==> config.mk <==
export PLATFORM = sky130hd
export DESIGN_NAME = mem_arbiter
export DESIGN_NICKNAME = d
export VERILOG_FILES = /design/src/rtl/mem_arbiter_pkg.sv /design/src/rtl/mem_tag_owner_table.sv /design/src/rtl/mem_arbiter.sv
export SDC_FILE = /design/constraint.sdc
export NUM_CORES = 1
export LEC_CHECK = 0
export ABC_AREA = 1
export CORE_AREA = 10 10 168 170
export DETAILED_ROUTE_END_ITERATION = 16
export DIE_AREA = 0 0 178 180
export PLACE_DENSITY = 0.58
export SYNTH_ARGS = -nofsm -noshare
export SYNTH_HDL_FRONTEND = slang
export SYNTH_HIERARCHICAL = 1
export SYNTH_SLANG_ARGS = --single-unit
==> constraint.sdc <==
create_clock -name clock -period 3 [get_ports clock]
set_clock_uncertainty 0.1 [all_clocks]
set_input_delay 0.9 -clock clock [delete_from_list [all_inputs] [get_ports clock]]
set_output_delay 0.9 -clock clock [all_outputs]
set_load 0.005 [all_outputs]
==> src/rtl/mem_arbiter_pkg.sv <==
// mem_arbiter_pkg
// Shared types for the processor-memory arbiter: memory command encoding,
// address / block / tag widths, the owner enum and the owner-table entry.
// Defaults for the tag count and the starvation limit are supplied here
// when the surrounding build has not already defined them.

`ifndef NUM_MEM_TAGS
`define NUM_MEM_TAGS 15
`endif

`ifndef MEM_ARB_STARVE_LIMIT
`define MEM_ARB_STARVE_LIMIT 4
`endif

package mem_arbiter_pkg;

    typedef enum logic [1:0] {
        MEM_NONE  = 2'h0,
        MEM_LOAD  = 2'h1,
        MEM_STORE = 2'h2
    } MEM_COMMAND;

    typedef logic [31:0] ADDR;
    typedef logic [63:0] MEM_BLOCK;
    // Four bits covers tags 1..15; tag 0 always means "no tag".
    typedef logic [3:0]  MEM_TAG;

    typedef enum logic {
        ARB_OWNER_I = 1'b0,
        ARB_OWNER_D = 1'b1
    } MEM_ARB_OWNER;

    typedef struct packed {
        logic         valid;
        MEM_ARB_OWNER owner;
    } MEM_ARB_ENTRY;

    localparam int MEM_ARB_NUM_TAGS     = `NUM_MEM_TAGS;
    localparam int MEM_ARB_STARVE_DEFLT = `MEM_ARB_STARVE_LIMIT;

endpackage

==> src/rtl/mem_tag_owner_table.sv <==
// mem_tag_owner_table
// Register array of {valid, owner} entries indexed by memory tag.
// Ports:
//   clock, reset     clock and asynchronous active-low reset
//   i_setEn/i_setTag/i_setOwner   write port: mark a tag as owned
//   i_rdTag/o_rdEntry             combinational read of one entry
//   i_clrEn                       clear the entry addressed by i_rdTag
// A set and a clear of the same tag in one cycle leave the entry set with
// the new owner.

import mem_arbiter_pkg::*;

module mem_tag_owner_table #(
    parameter int NUM_TAGS = `NUM_MEM_TAGS
) (
    input  logic         clock,
    input  logic         reset,
    input  logic         i_setEn,
    input  MEM_TAG       i_setTag,
    input  MEM_ARB_OWNER i_setOwner,
    input  MEM_TAG       i_rdTag,
    input  logic         i_clrEn,
    output MEM_ARB_ENTRY o_rdEntry
);

    localparam MEM_TAG MAX_TAG = MEM_TAG'(NUM_TAGS);

    MEM_ARB_ENTRY r_table [0:NUM_TAGS];
    logic         w_setInRange;
    logic         w_rdInRange;

    assign w_setInRange = (i_setTag <= MAX_TAG);
    assign w_rdInRange  = (i_rdTag <= MAX_TAG);

    // Read port: tags beyond the table read back as an invalid entry.
    assign o_rdEntry = w_rdInRange ? r_table[i_rdTag] : '0;

    // Clear is written first so that a same-tag set later in the block
    // overrides it and the newly issued load keeps its owner.
    always_ff @(posedge clock or negedge reset) begin
        if (!reset) begin
            for (int i = 0; i <= NUM_TAGS; i++) begin
                r_table[i] <= '0;
            end
        end else begin
            if (i_clrEn && w_rdInRange) begin
                r_table[i_rdTag] <= '0;
            end
            if (i_setEn && w_setInRange) begin
                r_table[i_setTag] <= '{valid: 1'b1, owner: i_setOwner};
            end
        end
    end

endmodule

==> src/rtl/mem_arbiter.sv <==
// mem_arbiter
// Shares the single processor-memory port between the icache and dcache
// and steers memory responses back to whichever cache issued the load.
// Ports:
//   clock, reset                       clock, asynchronous active-low reset
//   icache_command/icache_addr         icache request
//   dcache_command/dcache_addr/data    dcache request
//   mem2proc_transaction_tag           accept tag this cycle (0 = rejected)
//   mem2proc_data/mem2proc_data_tag    returning data and its tag
//   proc2mem_command/addr/data         request of the granted cache
//   icache_grant/dcache_grant          current port owner
//   dcache_request                     dcache has a pending request
//   Imem2proc_*/Dmem2proc_*            per-cache routed tags and data
//   orphan_err                         sticky: data came back for no owner
// Build option: define MEM_ARB_ANTISTARVE_EN to add the icache starvation
// counter; without it the dcache has strict priority.

import mem_arbiter_pkg::*;

module mem_arbiter #(
    parameter int NUM_TAGS     = `NUM_MEM_TAGS,
    parameter int STARVE_LIMIT = `MEM_ARB_STARVE_LIMIT
) (
    input  logic       clock,
    input  logic       reset,
    input  MEM_COMMAND icache_command,
    input  ADDR        icache_addr,
    input  MEM_COMMAND dcache_command,
    input  ADDR        dcache_addr,
    input  MEM_BLOCK   dcache_data,
    input  MEM_TAG     mem2proc_transaction_tag,
    input  MEM_BLOCK   mem2proc_data,
    input  MEM_TAG     mem2proc_data_tag,
    output MEM_COMMAND proc2mem_command,
    output ADDR        proc2mem_addr,
    output MEM_BLOCK   proc2mem_data,
    output logic       icache_grant,
    output logic       dcache_grant,
    output logic       dcache_request,
    output MEM_TAG     Imem2proc_transaction_tag,
    output MEM_TAG     Imem2proc_data_tag,
    output MEM_TAG     Dmem2proc_transaction_tag,
    output MEM_TAG     Dmem2proc_data_tag,
    output MEM_BLOCK   Imem2proc_data,
    output MEM_BLOCK   Dmem2proc_data,
    output logic       orphan_err
);

    logic         w_iReq;
    logic         w_dReq;
    logic         w_override;
    logic         w_iGrant;
    logic         w_dGrant;
    logic         w_setEn;
    logic         w_retValid;
    logic         w_orphan;
    MEM_ARB_ENTRY w_rdEntry;
    logic         r_orphanErr;

    assign w_iReq = (icache_command != MEM_NONE);
    assign w_dReq = (dcache_command != MEM_NONE);

`ifdef MEM_ARB_ANTISTARVE_EN
    localparam int CNT_W = $clog2(STARVE_LIMIT + 1);

    logic [CNT_W-1:0] r_starveCnt;

    assign w_override = (r_starveCnt == CNT_W'(STARVE_LIMIT));

    // Count consecutive cycles the icache waits behind the dcache; any
    // icache grant or idle icache cycle starts the count over.
    always_ff @(posedge clock or negedge reset) begin
        if (!reset) begin
            r_starveCnt <= '0;
        end else if (w_iReq && !w_iGrant) begin
            if (!w_override) begin
                r_starveCnt <= r_starveCnt + CNT_W'(1);
            end
        end else begin
            r_starveCnt <= '0;
        end
    end
`else
    assign w_override = 1'b0;
`endif

    // Grants are forced low during reset so nothing leaks onto the bus.
    assign w_dGrant = reset && w_dReq && !(w_override && w_iReq);
    assign w_iGrant = reset && w_iReq && !w_dGrant;

    assign icache_grant   = w_iGrant;
    assign dcache_grant   = w_dGrant;
    assign dcache_request = reset && w_dReq;

    // Drive the memory port with whichever cache holds the grant; only a
    // dcache store carries meaningful write data.
    always_comb begin
        proc2mem_command = MEM_NONE;
        proc2mem_addr    = '0;
        proc2mem_data    = '0;
        if (w_dGrant) begin
            proc2mem_command = dcache_command;
            proc2mem_addr    = dcache_addr;
            proc2mem_data    = dcache_data;
        end else if (w_iGrant) begin
            proc2mem_command = icache_command;
            proc2mem_addr    = icache_addr;
        end
    end

    assign Imem2proc_transaction_tag = w_iGrant ? mem2proc_transaction_tag : '0;
    assign Dmem2proc_transaction_tag = w_dGrant ? mem2proc_transaction_tag : '0;

    // Only accepted loads need a return path; stores complete on accept.
    assign w_setEn = (proc2mem_command == MEM_LOAD) &&
                     (mem2proc_transaction_tag != '0);

    mem_tag_owner_table #(
        .NUM_TAGS (NUM_TAGS)
    ) u_ownerTable (
        .clock      (clock),
        .reset      (reset),
        .i_setEn    (w_setEn),
        .i_setTag   (mem2proc_transaction_tag),
        .i_setOwner (w_dGrant ? ARB_OWNER_D : ARB_OWNER_I),
        .i_rdTag    (mem2proc_data_tag),
        .i_clrEn    (w_retValid),
        .o_rdEntry  (w_rdEntry)
    );

    assign w_retValid = reset && (mem2proc_data_tag != '0) && w_rdEntry.valid;
    assign w_orphan   = reset && (mem2proc_data_tag != '0) && !w_rdEntry.valid;

    assign Imem2proc_data_tag = (w_retValid && w_rdEntry.owner == ARB_OWNER_I) ?
                                mem2proc_data_tag : '0;
    assign Dmem2proc_data_tag = (w_retValid && w_rdEntry.owner == ARB_OWNER_D) ?
                                mem2proc_data_tag : '0;

    assign Imem2proc_data = reset ? mem2proc_data : '0;
    assign Dmem2proc_data = reset ? mem2proc_data : '0;

    // Orphan flag latches until the next reset.
    always_ff @(posedge clock or negedge reset) begin
        if (!reset) begin
            r_orphanErr <= 1'b0;
        end else if (w_orphan) begin
            r_orphanErr <= 1'b1;
        end
    end

    assign orphan_err = r_orphanErr;

endmodule

Word level (Yosys, flattened, before mapping)
Cells that the tools add are included.

storage, ports and cells
  register bits = 33
  bits in latches = 0
  RAM bits = 0
  bits in read-only memories = 0
  bits of input ports = 206
  output and inout port bits = 246
  word-level logic and storage cells = 86
  memories = 0

cells by class
  $add $sub $neg = 0
  $mul = 0
  divide/modulo/power cells = 0
  order comparisons = 6
  equality and inequality tests = 1
  shifts and indexed selects = 0
  muxes and demuxes = 22
  bitwise logic cells = 5
  reductions and logical operators = 19

operators with widths
  cell                                                      number
  two-way mux 32 bit                                        4
  two-way mux 64 bit                                        2
  AND 32 bit                                                1
  bitwise mux 32 bit                                        1
  inverter 32 bit                                           1
  demux 2 bit (select 4 bit)                                2
  two-way mux 4 bit                                         4
  two-way mux 2 bit                                         7
  logical AND 1 bit                                         13
  greater-or-equal comparator 5 bit, second input constant  2
  < comparator 5 x 1 -> 1 bit, second input constant        2
  inverter 4 -> 5 bit                                       2
  binary-select mux 2 bit (select 4 bit)                    1
  <= comparator 4 bit, second input constant                2
  nonzero test 4 bit                                        2
  nonzero test 2 bit                                        2
  equality test 2 x 1 -> 1 bit, second input constant       1
  logical NOT 1 bit                                         2
  two-way mux 1 bit                                         1
  inverter 1 bit                                            1

Longest topological paths before layout
  word-level depth = 10
  mapped depth = 17
  gate-level depth less buffers = 16

By module
The synthesis kept the hierarchy.

modules (own cells, without submodules)
  module               instances  cells each  area an instance (um^2)  seq. area each (um^2)
  mem_arbiter          1          499         2307.2                   25.0
  mem_tag_owner_table  1          265         1849.3                   800.8

Worst setup path before layout
Ideal clock, no wire load.

  path kind = input port to output port
  start = input mem2proc_data_tag[0]
  end = output Dmem2proc_data_tag[0]
  arrival time = 1.837 ns
  data required time = 2.000 ns
  setup slack = 0.163 ns
  stages = 12
  path buffers = 2
  cells stage by stage = buf_6 buf_12 nand2_2 nand2_1 nand2_1 nand2_1 nand2_1 nand2_1 inv_1 nand2_1 nand4_1 nor2_1

RTL lines
  what                line               source
  start: declaration  mem_arbiter.sv:33  input MEM_TAG mem2proc_data_tag,
  end: declaration    mem_arbiter.sv:43  output MEM_TAG Dmem2proc_data_tag,

==> results.cfg <==
[flow_run]
maxCapViolations = 0

[cts]
path_clk_slew_ps = 50
cts_htree_levels = 2
tritoncts = built
worst_skew_pair.late_latency_ps = 280
clockBufferDepth = 2
clock_net_sink_count = 33
tritoncts.num_buffers = 5
cell_at_the_root_of_the_clock_tree = sky130_fd_sc_hd__clkbuf_16

[worst_setup_path]
crit_family = buffers and inverters
path_buf_inv = 6
worst_r2r_path_depth = 19
worst-endpoint-arrival_ps = 2170
startpoint_type = primary input
max_stage_delay_ps = 170
endpoint_kind = output port
crit-reg2reg-capture = u_ownerTable/r_table[26]
crit_path_start = mem2proc_data_tag[0]
ordered_cell_list_for_the_critical_path = buf_12, buf_12, nand2_2, nand2_2, nand2_1, nand2_1, nand2_1, nand2_1, inv_1, nand2_2, inv_2, nand4_1, buf_4, nor2_1, buf_2
timing.critical_path.depth = 15
critPathRequiredTime_ps = 2000
worstSetupPathType = in -> out
regToRegStartpoint = u_ownerTable/r_table[29]
critPathMaxFanout = 5
regToRegSetupSlack_ps = 780
critPathSlowestCell = sky130_fd_sc_hd__buf_4
path_common_cell = sky130_fd_sc_hd__nand2_1

[placement]
gp_congestion = 0.899
place.port_buffers = 451
hpwlAfterDp_um = 25400

[synth]
yosys.cell_count.top_type = sky130_fd_sc_hd__nand2_1
post-synth-top-area-fraction = 0.246
syn_inst = 764
ys_async_sr_fraction = 1.00
yosysSeqAreaShare = 0.199
yosys_most_used_dff = sky130_fd_sc_hd__dfrtp_1
postSynthRegisterBits = 33
post_synth_main_area_contributors = sky130_fd_sc_hd__nand2_1 25%, sky130_fd_sc_hd__dfrtp_1 20%, sky130_fd_sc_hd__inv_1 15%
syn_avg_cell_area_um2 = 5.44
synth_area_leader_cell = sky130_fd_sc_hd__nand2_1
mappedNetlistArea_um2 = 4160
total_nets_after_synthesis = 970
synth.distinct_cells = 24
synth_warnings = 6
synth_common_cells = 272 x sky130_fd_sc_hd__nand2_1, 166 x sky130_fd_sc_hd__inv_1, 92 x sky130_fd_sc_hd__nor2_1, 66 x sky130_fd_sc_hd__buf_4, 37 x sky130_fd_sc_hd__nand4_1
synth_edf_count = 0

[timing]
fin_crit_sh = 1.06
period_needed_ps = 3170
timing.slew.headroom = 0.741
clock.fmax_mhz = 315
setup_tns_ps = -843
worst_slew_pin_slew_ps = 388
drv_slew = 0
setup_violating_endpoint_count_in_the_final_report = 8
finalHoldViolCount = 0
setup_repair_after_global_routing_missed_its_margin = yes
final_critical_path_setup_slack_ps = -175

[power]
switching_component_of_the_power_mw = 0.792
cell_internal_pwr_mw = 1.54
seqPwrFrac = 0.248
p_comb_frac = 0.541
swShare = 0.340
p_leak_nw = 5.80
clkPwrFrac = 0.211
power_density_nw_per_um2 = 245
vdd_ir_drop_max_uv = 228

[grt]
grt_start_max_net_pins = 31
grt.overflow.total = 0
overall_global_routing_usage = 0.178
grt_first_pass_wirelength_um = 43100
first_global_vias = 6513
grt_antenna_before_repair = 3

[routing]
detail_route.drc_violations = 0
drt-wirelength-per-cell_um = 19.6
initialDrtViolationCount = 317
wirelength_um = 30600
antenna_violating_nets_post_route = 0
vias = 6247
drt_pass1_iterations = 7
route.detailed.vias_per_inst = 3.99

[die]
die_w_um = 178
chipHeight_um = 180
ios = 452
core_region_area_um2 = 24900
site_row_count = 58
floorplan.initialDensity = 0.167
floorplan.die_area_um2 = 32000

[final_layout]
drive_above_1_share = 0.211
p_r_area_growth_vs_syn_pct = 129
post_layout_util = 0.382
finish.net_count = 1437

[worst_hold_path]
startpoint_of_the_tightest_hold_check_path = u_ownerTable/r_table[15]
hold_path_end = u_ownerTable/r_table[15]
holdPathStages = 2
hold_path_class = reg -> reg

[run_status]
outcome = complete, but fails checks
violations = negative setup slack
==> power by group through the flow <==
stage                     clock network, mW  logic (mW)  registers (mW)
after floorplan                           0       0.444           0.556
after global placement                    0        1.21           0.583
after detailed placement                  0        1.22           0.580
after CTS                             0.500        1.27           0.574
after global routing                  0.523        1.38           0.584
final                                 0.491        1.26           0.578
==> worst reg2reg max path: stages (launching register included) <==
cell and delay, ps:
sky130_fd_sc_hd__dfrtp_1 400, sky130_fd_sc_hd__nand2_2 70, sky130_fd_sc_hd__nand2_1 60, sky130_fd_sc_hd__nand2_1 40, sky130_fd_sc_hd__nand2_1 60, sky130_fd_sc_hd__nand2_1 70
sky130_fd_sc_hd__nand2_1 80, sky130_fd_sc_hd__inv_1 50, sky130_fd_sc_hd__nand2_2 80, sky130_fd_sc_hd__buf_4 120, sky130_fd_sc_hd__buf_4 90, sky130_fd_sc_hd__buf_4 90
sky130_fd_sc_hd__inv_1 40, sky130_fd_sc_hd__nor2_2 130, sky130_fd_sc_hd__inv_1 80, sky130_fd_sc_hd__nor2_1 130, sky130_fd_sc_hd__buf_4 150, sky130_fd_sc_hd__nand2_1 70
sky130_fd_sc_hd__nand3_1 100, sky130_fd_sc_hd__o21ai_0 80
==> placed cells by master (no fill, tap or decap), types with 22 or more instances in the layout <==
master                              n
sky130_fd_sc_hd__buf_2             48
sky130_fd_sc_hd__buf_4             64
sky130_fd_sc_hd__clkbuf_2          25
sky130_fd_sc_hd__clkdlybuf4s15_1   30
sky130_fd_sc_hd__clkdlybuf4s50_1  200
sky130_fd_sc_hd__dfrtp_1           33
sky130_fd_sc_hd__dlygate4sd2_1    124
sky130_fd_sc_hd__inv_1            155
sky130_fd_sc_hd__nand2_1          255
sky130_fd_sc_hd__nand2_2           22
sky130_fd_sc_hd__nand4_1           37
sky130_fd_sc_hd__nor2_1            82
==> area by class of cell <==
| class | instances | area (µm²) |
|---|---|---|
| Antenna cell | 2 | 5.00 |
| Clock buffer | 5 | 125 |
| Clock inverter | 3 | 17.5 |
| Fill cell | 2708 | 15400 |
| Inverter | 173 | 667 |
| Multi-Input combinational cell | 459 | 2070 |
| Sequential cell | 33 | 826 |
| Tap cell | 330 | 413 |
| Timing Repair Buffer | 559 | 5380 |
==> worst max-delay path by stage <==
stage	to
3_3_place_gp	Dmem2proc_data_tag[0]
3_5_place_dp	Imem2proc_data_tag[1]
5_1_grt	Dmem2proc_data_tag[0]
2_1_floorplan	Dmem2proc_data_tag[0]
6_report	Imem2proc_data_tag[1]
4_1_cts	Imem2proc_data_tag[1]
==> flip-flops by register name (all words and copies together) (netlist names) <==
register,cells
u_ownerTable/r_table,32
orphan_err,1
==> layer usage <==
metal	share of wire	global-route usage	up-vias
met5	0.00042	0	-
met4	0.016	0.0327	2
met3	0.11	0.0656	26
met2	0.51	0.324	308
met1	0.37	0.193	2817
li1	-	-	3094
==> through the flow <==
step	hold WS [ps]	std cells	area (µm²)	setup WS, ps	power, mW
finish	385	1564	9510	-175	2.33
global route	404	1563	9510	-265	2.49
CTS	384	1560	9520	-108	2.34
detailed placement	373	1501	8890	-977	1.80
global placement	366	1501	8890	-935	1.79
floorplan	342	764	4160	163	1.00
==> logic make-up (layout without fill, tap and decap cells) <==
family                 count (synthesis)  count (layout)  share of synthesized area
AO/OA/AOI/OAI                         28              28                     0.0376
AND/OR/NAND/NOR                      431             431                      0.437
buffers and inverters                272             740                      0.327
flip-flops                            33              33                      0.199
other                                  0               2                          0
==> timing repair <==
action                                  in CTS  in global routing
hold buffers                                 0                  0
gates cloned                                14                  0
resized for setup                          467                128
endpoints found under the setup margin     260                126
buffers inserted                            37                  8
pin swaps                                   23                 28
No activity file was read; power rests on OpenSTA's default activity.
